`config.mk`:
```
export PLATFORM = sky130hd
export DESIGN_NAME = alu_arbiter
export DESIGN_NICKNAME = d
export VERILOG_FILES = /design/src/rtl/alu_arbiter.sv
export SDC_FILE = /design/constraint.sdc
export NUM_CORES = 1
export LEC_CHECK = 0
export ABC_AREA = 1
export CAP_MARGIN = 0
export CELL_PAD_IN_SITES_DETAIL_PLACEMENT = 1
export CELL_PAD_IN_SITES_GLOBAL_PLACEMENT = 1
export CORE_MARGIN = 2
export CORE_UTILIZATION = 27
export DETAILED_ROUTE_END_ITERATION = 12
export GPL_TIMING_DRIVEN = 0
export PLACE_DENSITY_LB_ADDON = 0.1
export SYNTH_ARGS = -nofsm -noshare
export SYNTH_HDL_FRONTEND = slang
export SYNTH_SLANG_ARGS = --single-unit
```
`constraint.sdc`:
```
create_clock -name clk -period 3 [get_ports clk]
set_input_delay 0.3 -clock clk [delete_from_list [all_inputs] [get_ports clk]]
set_output_delay 0.3 -clock clk [all_outputs]
set_load 0.01 [all_outputs]
```
`src/rtl/alu_arbiter.sv`:
```
// alu_arbiter: shares one ALU between two clients over valid/ready handshakes.
// Ports: req0/req1 (valid/ready, a, b, f), rsp0/rsp1 (valid/ready), rsp_y/rsp_zero,
//        alu_a/alu_b/alu_f out to the ALU, alu_y/alu_zero back from it.
// Build option: ALU_ARB_ROUND_ROBIN_EN selects round-robin, otherwise client 0 wins.
module alu_arbiter #(
    parameter int DATA_W = 32
) (
    input  logic              clk,
    input  logic              reset,
    input  logic              req0_valid,
    input  logic [DATA_W-1:0] req0_a,
    input  logic [DATA_W-1:0] req0_b,
    input  logic [2:0]        req0_f,
    output logic              req0_ready,
    input  logic              req1_valid,
    input  logic [DATA_W-1:0] req1_a,
    input  logic [DATA_W-1:0] req1_b,
    input  logic [2:0]        req1_f,
    output logic              req1_ready,
    output logic              rsp0_valid,
    input  logic              rsp0_ready,
    output logic              rsp1_valid,
    input  logic              rsp1_ready,
    output logic [DATA_W-1:0] rsp_y,
    output logic              rsp_zero,
    output logic [DATA_W-1:0] alu_a,
    output logic [DATA_W-1:0] alu_b,
    output logic [2:0]        alu_f,
    input  logic [DATA_W-1:0] alu_y,
    input  logic              alu_zero
);

    typedef enum logic [1:0] {
        S_IDLE = 2'd0,
        S_EXEC = 2'd1,
        S_RESP = 2'd2
    } state_e;

    state_e            state_q, state_d;
    logic              owner_q, owner_d;
    logic [DATA_W-1:0] alu_a_q, alu_a_d;
    logic [DATA_W-1:0] alu_b_q, alu_b_d;
    logic [2:0]        alu_f_q, alu_f_d;
    logic [DATA_W-1:0] rsp_y_q, rsp_y_d;
    logic              rsp_zero_q, rsp_zero_d;

    logic grant0, grant1;
    logic accept;
    logic rsp_take;

`ifdef ALU_ARB_ROUND_ROBIN_EN
    // ptr_q names the client preferred on a tie.
    logic ptr_q, ptr_d;

    always_comb begin
        grant0 = req0_valid & (~req1_valid | ~ptr_q);
        grant1 = req1_valid & (~req0_valid | ptr_q);
        ptr_d  = ptr_q;
        if (accept) begin
            ptr_d = grant0;
        end
    end

    always_ff @(posedge clk) begin
        if (reset) begin
            ptr_q <= 1'b0;
        end else begin
            ptr_q <= ptr_d;
        end
    end
`else
    always_comb begin
        grant0 = req0_valid;
        grant1 = req1_valid & ~req0_valid;
    end
`endif

    // Readiness is masked during reset so nothing is accepted in that cycle.
    assign req0_ready = (state_q == S_IDLE) & grant0 & ~reset;
    assign req1_ready = (state_q == S_IDLE) & grant1 & ~reset;
    assign accept     = (req0_valid & req0_ready) | (req1_valid & req1_ready);

    assign rsp0_valid = (state_q == S_RESP) & ~owner_q & ~reset;
    assign rsp1_valid = (state_q == S_RESP) & owner_q & ~reset;
    assign rsp_take   = owner_q ? rsp1_ready : rsp0_ready;

    always_comb begin
        state_d    = state_q;
        owner_d    = owner_q;
        alu_a_d    = alu_a_q;
        alu_b_d    = alu_b_q;
        alu_f_d    = alu_f_q;
        rsp_y_d    = rsp_y_q;
        rsp_zero_d = rsp_zero_q;
        unique case (state_q)
            S_IDLE: begin
                if (accept) begin
                    owner_d = grant1;
                    alu_a_d = grant1 ? req1_a : req0_a;
                    alu_b_d = grant1 ? req1_b : req0_b;
                    alu_f_d = grant1 ? req1_f : req0_f;
                    state_d = S_EXEC;
                end
            end
            S_EXEC: begin
                rsp_y_d    = alu_y;
                rsp_zero_d = alu_zero;
                state_d    = S_RESP;
            end
            S_RESP: begin
                if (rsp_take) begin
                    state_d = S_IDLE;
                end
            end
            default: begin
                state_d = S_IDLE;
            end
        endcase
    end

    always_ff @(posedge clk) begin
        if (reset) begin
            state_q    <= S_IDLE;
            owner_q    <= 1'b0;
            alu_a_q    <= '0;
            alu_b_q    <= '0;
            alu_f_q    <= 3'b000;
            rsp_y_q    <= '0;
            rsp_zero_q <= 1'b0;
        end else begin
            state_q    <= state_d;
            owner_q    <= owner_d;
            alu_a_q    <= alu_a_d;
            alu_b_q    <= alu_b_d;
            alu_f_q    <= alu_f_d;
            rsp_y_q    <= rsp_y_d;
            rsp_zero_q <= rsp_zero_d;
        end
    end

    assign alu_a    = alu_a_q;
    assign alu_b    = alu_b_q;
    assign alu_f    = alu_f_q;
    assign rsp_y    = rsp_y_q;
    assign rsp_zero = rsp_zero_q;

endmodule

```
* Yosys cells after proc, flatten, opt, wreduce, memory -nomap -nowiden
Index checks and enable logic that the tools add are counted.
** Cells by class
- Add/subtract/negate cells :: 0
- Multiplexer cells :: 7
- Eq/ne operators :: 4
- Bitwise operators :: 15
- Divide/modulo/power cells :: 0
- Reduce and logical (&&, ||, !) cells :: 3
- Magnitude comparators :: 0
- Multiply operators :: 0
- Shift operators :: 0
** Operators with widths (number)
- $mux 32 :: 2
- $and 1x1->1 :: 11
- $pmux 2 s3 :: 1
- $mux 2 :: 2
- $ne 2x2->1 const B :: 2
- $reduce_and 2->1 :: 2
- $mux 3 :: 1
- $not 1->1 :: 3
- $eq 2x1->1 const B :: 1
- $eq 2x2->1 const B :: 1
- $logic_not 2->1 :: 1
- $mux 1 :: 1
- $or 1x1->1 :: 1
** Word-level totals
- Bits in latches :: 0
- Word-level logic and storage cells :: 36
- Register bits :: 103
- Output and inout bits :: 104
- ROM bits :: 0
- Input bits :: 173
- Memory bits (writable) :: 0
- Memories :: 0

* Logic depth before layout (Yosys ltp)
- Depth after elaboration :: 8
- Depth in mapped cells :: 8
- Depth with buffers taken out :: 6

* Worst setup path before layout
Ideal clock, no wire load.
- Path kind :: reg2out
- Start point :: reg state_q[1]
- End point :: out req0_ready
- Data required time :: 2.700 ns
- Stages on the path, launching flop included :: 6
- Slack :: 1.621 ns
- Path buffers :: 2
- Data arrival time :: 1.079 ns
- Cell sequence :: dfxtp_1 -> nor2_2 -> nand3_1 -> buf_2 -> buf_2 -> inv_1
** Between the ends
- Cells in the longest elaborated chain, start to end :: 3
** RTL lines
- start: declaration :: RTL line 39 : state_e state_q, state_d;
- start signal: assignment :: RTL line 131 : state_q <= state_d;
- $logic_not 2->1 :: RTL line 79 : assign req0_ready = (state_q == S_IDLE) & grant0 & ~reset;
- $and 1x1->1 (2 in a row) :: RTL line 79
- end: declaration :: RTL line 14 : output logic req0_ready,
No other way between the ends.

* Worst setup path after layout
- Start point :: in req1_valid
- End point :: out req1_ready
** Between the ends
- Cells in the longest elaborated chain, start to end :: 3
** RTL lines
- start: declaration :: RTL line 15 : input logic req1_valid,
- $and 1x1->1 :: RTL line 74 : grant1 = req1_valid & ~req0_valid;
- $and 1x1->1 (2 in a row) :: RTL line 80 : assign req1_ready = (state_q == S_IDLE) & grant1 & ~reset;
- end: declaration :: RTL line 19 : output logic req1_ready,
No other way between the ends.

==> report_table.html <==
<table>
<tr><th>Metric</th><th>Value</th></tr>
<tr><th colspan="2">Run status</th></tr>
<tr><td>Result of the run</td><td>finished, final reports clean</td></tr>
<tr><th colspan="2">Setup path</th></tr>
<tr><td>Reg2reg setup slack</td><td>1.40 ns</td></tr>
<tr><td>CP bufs+invs</td><td>5</td></tr>
<tr><td>Worst Reg-to-Reg Cells</td><td>7</td></tr>
<tr><td>Crit Reg-Reg Endpoint</td><td>alu_a[1]$_SDFFE_PP0P_</td></tr>
<tr><td>Element type at the critical path start</td><td>input port</td></tr>
<tr><td>Worst setup EP type</td><td>output pin</td></tr>
<tr><td>Crit path max-delay family</td><td>buffers and inverters</td></tr>
<tr><td>Longest individual stage delay on the worst path</td><td>0.56 ns</td></tr>
<tr><td>Data arrival time of the worst path</td><td>2.34 ns</td></tr>
<tr><td>Required arrival time at the worst endpoint</td><td>2.70 ns</td></tr>
<tr><td>Library cell contributing the largest single delay on the critical path</td><td>sky130_fd_sc_hd__clkdlybuf4s50_1</td></tr>
<tr><td>Kind of critical path</td><td>in2out</td></tr>
<tr><td>Crit-path cells</td><td>clkdlybuf4s50_1 &gt; inv_2 &gt; nor2_2 &gt; nand3_2 &gt; clkbuf_1 &gt; inv_1 &gt; clkdlybuf4s50_1</td></tr>
<tr><td>Largest driver fanout on the critical path</td><td>10</td></tr>
<tr><td>Most frequent CP cell</td><td>sky130_fd_sc_hd__clkdlybuf4s50_1</td></tr>
<tr><td>Reg-to-reg startpoint</td><td>state_q[1]$_SDFFE_PP0P_</td></tr>
<tr><th colspan="2">Placed design</th></tr>
<tr><td>Setup slack at placement</td><td>0.333 ns</td></tr>
<tr><td>Last weighted congestion value of the routability-driven placer</td><td>0.770</td></tr>
<tr><td>Post-DP HPWL</td><td>14,800 um</td></tr>
<tr><td>Count of input and output buffers</td><td>276</td></tr>
<tr><th colspan="2">Route</th></tr>
<tr><td>First-pass iteration count of the detailed router</td><td>4</td></tr>
<tr><td>DR DRC count</td><td>0</td></tr>
<tr><td>Average via count per standard cell</td><td>4.37</td></tr>
<tr><td>WL final</td><td>18,800 um</td></tr>
<tr><td>Wire length on met2</td><td>8920 um</td></tr>
<tr><td>Highest metal layer with signal wires</td><td>met4</td></tr>
<tr><td>Metal1 wirelength</td><td>8160 um</td></tr>
<tr><td>Initial DRC Count</td><td>153</td></tr>
<tr><td>Routed met3 length</td><td>1480 um</td></tr>
<tr><td>WL per Instance</td><td>14.1 um</td></tr>
<tr><td>Routed vias</td><td>5,845</td></tr>
<tr><td>Residual antenna-violating net count after detailed routing</td><td>0</td></tr>
<tr><th colspan="2">Worst hold path</th></tr>
<tr><td>Hold Path Cell Cnt</td><td>2</td></tr>
<tr><td>Origin of the worst min-delay path</td><td>rsp_y[14]$_SDFFE_PP0N_</td></tr>
<tr><td>Endpoint with the worst hold slack</td><td>rsp_y[14]$_SDFFE_PP0N_</td></tr>
<tr><td>Min-delay worst type</td><td>reg2reg</td></tr>
<tr><th colspan="2">Synthesis</th></tr>
<tr><td>Post-synthesis area per instance</td><td>6.03 sq um</td></tr>
<tr><td>Cell types occupying the most area after synthesis</td><td>sky130_fd_sc_hd__dfxtp_1 42%, sky130_fd_sc_hd__nand2_1 21%, sky130_fd_sc_hd__nor2_1 15%</td></tr>
<tr><td>Synth Net Count</td><td>989</td></tr>
<tr><td>EDFF count, synth</td><td>0</td></tr>
<tr><td>FF+latch count, synth</td><td>103</td></tr>
<tr><td>Most used flip-flop cell after synthesis</td><td>sky130_fd_sc_hd__dfxtp_1</td></tr>
<tr><td>Cell area after technology mapping</td><td>4920 sq um</td></tr>
<tr><td>Number of cells produced by synthesis</td><td>816</td></tr>
<tr><td>Async SR Flop Fraction</td><td>0</td></tr>
<tr><td>Sequential element share of the synthesized area</td><td>0.419</td></tr>
<tr><td>Number of distinct standard cells referenced by the synthesized netlist</td><td>16</td></tr>
<tr><td>Top-area cell type share of the netlist area</td><td>0.419</td></tr>
<tr><td>Number of warnings issued by yosys</td><td>0</td></tr>
<tr><td>Top post-synthesis cells by count</td><td>273 x sky130_fd_sc_hd__nand2_1, 201 x sky130_fd_sc_hd__nor2_1, 103 x sky130_fd_sc_hd__dfxtp_1</td></tr>
<tr><td>Most repeated cell in the gate-level netlist after synthesis</td><td>sky130_fd_sc_hd__nand2_1</td></tr>
<tr><td>Library cell occupying the most area in the post-synthesis netlist</td><td>sky130_fd_sc_hd__dfxtp_1</td></tr>
<tr><th colspan="2">Die</th></tr>
<tr><td>Vertical die dimension</td><td>139 um</td></tr>
<tr><td>Top-level port count</td><td>277</td></tr>
<tr><td>Starting density of the core</td><td>0.275</td></tr>
<tr><td>Die area</td><td>19,300 sq um</td></tr>
<tr><td>Number of rows created at floorplan</td><td>49</td></tr>
<tr><td>Placeable core region</td><td>17,900 sq um</td></tr>
<tr><td>Overall die width</td><td>139 um</td></tr>
<tr><th colspan="2">Power</th></tr>
<tr><td>Maximum resistive drop on vdd</td><td>0.000251 V</td></tr>
<tr><td>Power per unit of standard cell area</td><td>470 nW/um^2</td></tr>
<tr><td>Net switching fraction of the power</td><td>0.306</td></tr>
<tr><td>Static Leak</td><td>3.85 nW</td></tr>
<tr><td>Proportion of power drawn by flip-flops and latches</td><td>0.405</td></tr>
<tr><td>Part of the total power dissipated in the clock network</td><td>0.306</td></tr>
<tr><td>Internal cell power</td><td>2.69 mW</td></tr>
<tr><td>Net load switching power</td><td>1.19 mW</td></tr>
<tr><td>Logic gate share of total power</td><td>0.289</td></tr>
<tr><th colspan="2">Timing</th></tr>
<tr><td>Transition time of the tightest slew-check pin</td><td>0.523 ns</td></tr>
<tr><td>Number of failing setup endpoints in the final timing report</td><td>0</td></tr>
<tr><td>Fmax</td><td>0.378 GHz</td></tr>
<tr><td>Setup TNS</td><td>0 ns</td></tr>
<tr><td>Max-slew violations</td><td>0</td></tr>
<tr><td>Setup Skew</td><td>0.00842 ns</td></tr>
<tr><td>Max_slew headroom</td><td>0.651</td></tr>
<tr><td>Post-layout worst setup margin</td><td>0.356 ns</td></tr>
<tr><td>Setup repair after global routing missed its margin</td><td>no</td></tr>
<tr><td>Min Clock Period, post-route</td><td>2.64 ns</td></tr>
<tr><td>Final worst path period share</td><td>0.881</td></tr>
<tr><td>Endpoints failing hold</td><td>0</td></tr>
<tr><th colspan="2">Clock network</th></tr>
<tr><td>Setup repair bufs after CTS</td><td>0</td></tr>
<tr><td>TritonCTS clock tree</td><td>done</td></tr>
<tr><td># H-tree levels</td><td>3</td></tr>
<tr><td>Latest clock arrival within the worst-skew pair</td><td>0.36 ns</td></tr>
<tr><td>Number of buffers inserted by hold repair at cts</td><td>0</td></tr>
<tr><td>Worst-case clock buffer depth</td><td>2</td></tr>
<tr><td>Clock-pin slew on the worst setup and hold paths</td><td>0.08 ns</td></tr>
<tr><td>Post-CTS resize count</td><td>0</td></tr>
<tr><td>Number of sinks driven by the clock tree</td><td>103</td></tr>
<tr><td>Inserted Clock Buffers</td><td>9</td></tr>
<tr><td>Root buffer cell</td><td>sky130_fd_sc_hd__clkbuf_16</td></tr>
<tr><th colspan="2">GRT</th></tr>
<tr><td>Remaining Overflow, GRT</td><td>0</td></tr>
<tr><td>Vias in the first global route</td><td>5,766</td></tr>
<tr><td>First-pass GRT wire length</td><td>30,000 um</td></tr>
<tr><td>Antenna violations before repair</td><td>0</td></tr>
<tr><td>Global Route Usage Sum</td><td>0.194</td></tr>
<tr><td>Maximum number of pins on one net before global-route repair</td><td>20</td></tr>
<tr><th colspan="2">Layout</th></tr>
<tr><td>Number of antenna diodes</td><td>0</td></tr>
<tr><td>Final layout net count</td><td>1,276</td></tr>
<tr><td>Layout-stage area growth over the synthesis result</td><td>67.9%</td></tr>
<tr><td>Share of layout cells above drive strength 1</td><td>0.0343</td></tr>
<tr><th colspan="2">Job</th></tr>
<tr><td>Max Cap Violations</td><td>0</td></tr>
</table>
==> cells by family (layout without fill, tap and decap cells) <==
kind of cell,after synthesis,after routing,synth area share
AND/OR/NAND/NOR,549,549,0.440
flip-flops,103,103,0.419
AO/OA/AOI/OAI,35,35,0.0371
buffers and inverters,129,421,0.104
==> registers in the layout, indices dropped and copies added (netlist names) <==
signal    flops
rsp_zero      1
alu_a        32
rsp_y        32
owner_q       1
state_q       2
alu_f         3
alu_b        32
==> power groups by stage <==
stage          clock (mW)  combinational (mW)  sequential [mW]
4_1_cts              1.23                1.14             1.57
3_3_place_gp            0                1.12             1.60
5_1_grt              1.29                1.25             1.59
6_report             1.19                1.12             1.57
2_1_floorplan           0               0.427             1.67
3_5_place_dp            0                1.14             1.61
==> worst reg2reg max path, cell delays in order, from the launching register on <==
cell,delay (ns)
sky130_fd_sc_hd__dfxtp_1,0.33
sky130_fd_sc_hd__nor2_2,0.20
sky130_fd_sc_hd__nand3_1,0.26
sky130_fd_sc_hd__buf_2,0.28
sky130_fd_sc_hd__buf_2,0.21
sky130_fd_sc_hd__nand3_1,0.10
sky130_fd_sc_hd__nand2_1,0.07
sky130_fd_sc_hd__nor2_1,0.10
==> how the worst max path moves through the flow <==
stage,to,depth (start not counted),slack (ns),start
floorplan,req0_ready,5,1.62,state_q[1]$_SDFFE_PP0P_
global placement,req1_ready,7,0.34,req1_valid
detailed placement,req1_ready,7,0.33,req1_valid
CTS,req1_ready,7,0.32,req1_valid
global route,req1_ready,7,0.21,req1_valid
finish,req1_ready,7,0.36,req1_valid
==> layout make-up <==
cell class | instances | area (sq um)
plain buffers | 52 | 221
clock buffers | 9 | 225
clock inverters | 7 | 62.6
fillers | 2343 | 9650
inverters | 77 | 289
multi-input cells | 584 | 2340
flip-flops and latches | 103 | 2060
well taps | 229 | 287
repair buffers | 276 | 2760
==> stage by stage <==
step	hold slack, ns	power [mW]	cells	instance area (sq um)	util
final	0.486	3.88	1337	8250	0.461
after global routing	0.515	4.14	1337	8250	0.461
after CTS	0.490	3.95	1337	8250	0.461
after detailed placement	0.473	2.74	1321	7970	0.445
after global placement	0.462	2.72	1321	7970	0.445
after floorplan	0.369	2.10	816	4920	-
==> cell usage in the layout, fill, tap and decap left out, types with 8 or more instances in the layout <==
cell and count:
sky130_fd_sc_hd__buf_1 8, sky130_fd_sc_hd__buf_2 15, sky130_fd_sc_hd__clkbuf_1 28, sky130_fd_sc_hd__clkbuf_16 9
sky130_fd_sc_hd__clkdlybuf4s50_1 276, sky130_fd_sc_hd__dfxtp_1 103, sky130_fd_sc_hd__inv_1 75, sky130_fd_sc_hd__nand2_1 273
sky130_fd_sc_hd__nand3_1 70, sky130_fd_sc_hd__nor2_1 201, sky130_fd_sc_hd__o21ai_0 33
==> per-layer routing <==
metal	vias up	GRT usage
met5	-	0
met4	0	0.0548
met3	15	0.0570
met2	165	0.326
met1	2645	0.242
li1	3020	-
No activity file was read; power rests on OpenSTA's default activity.
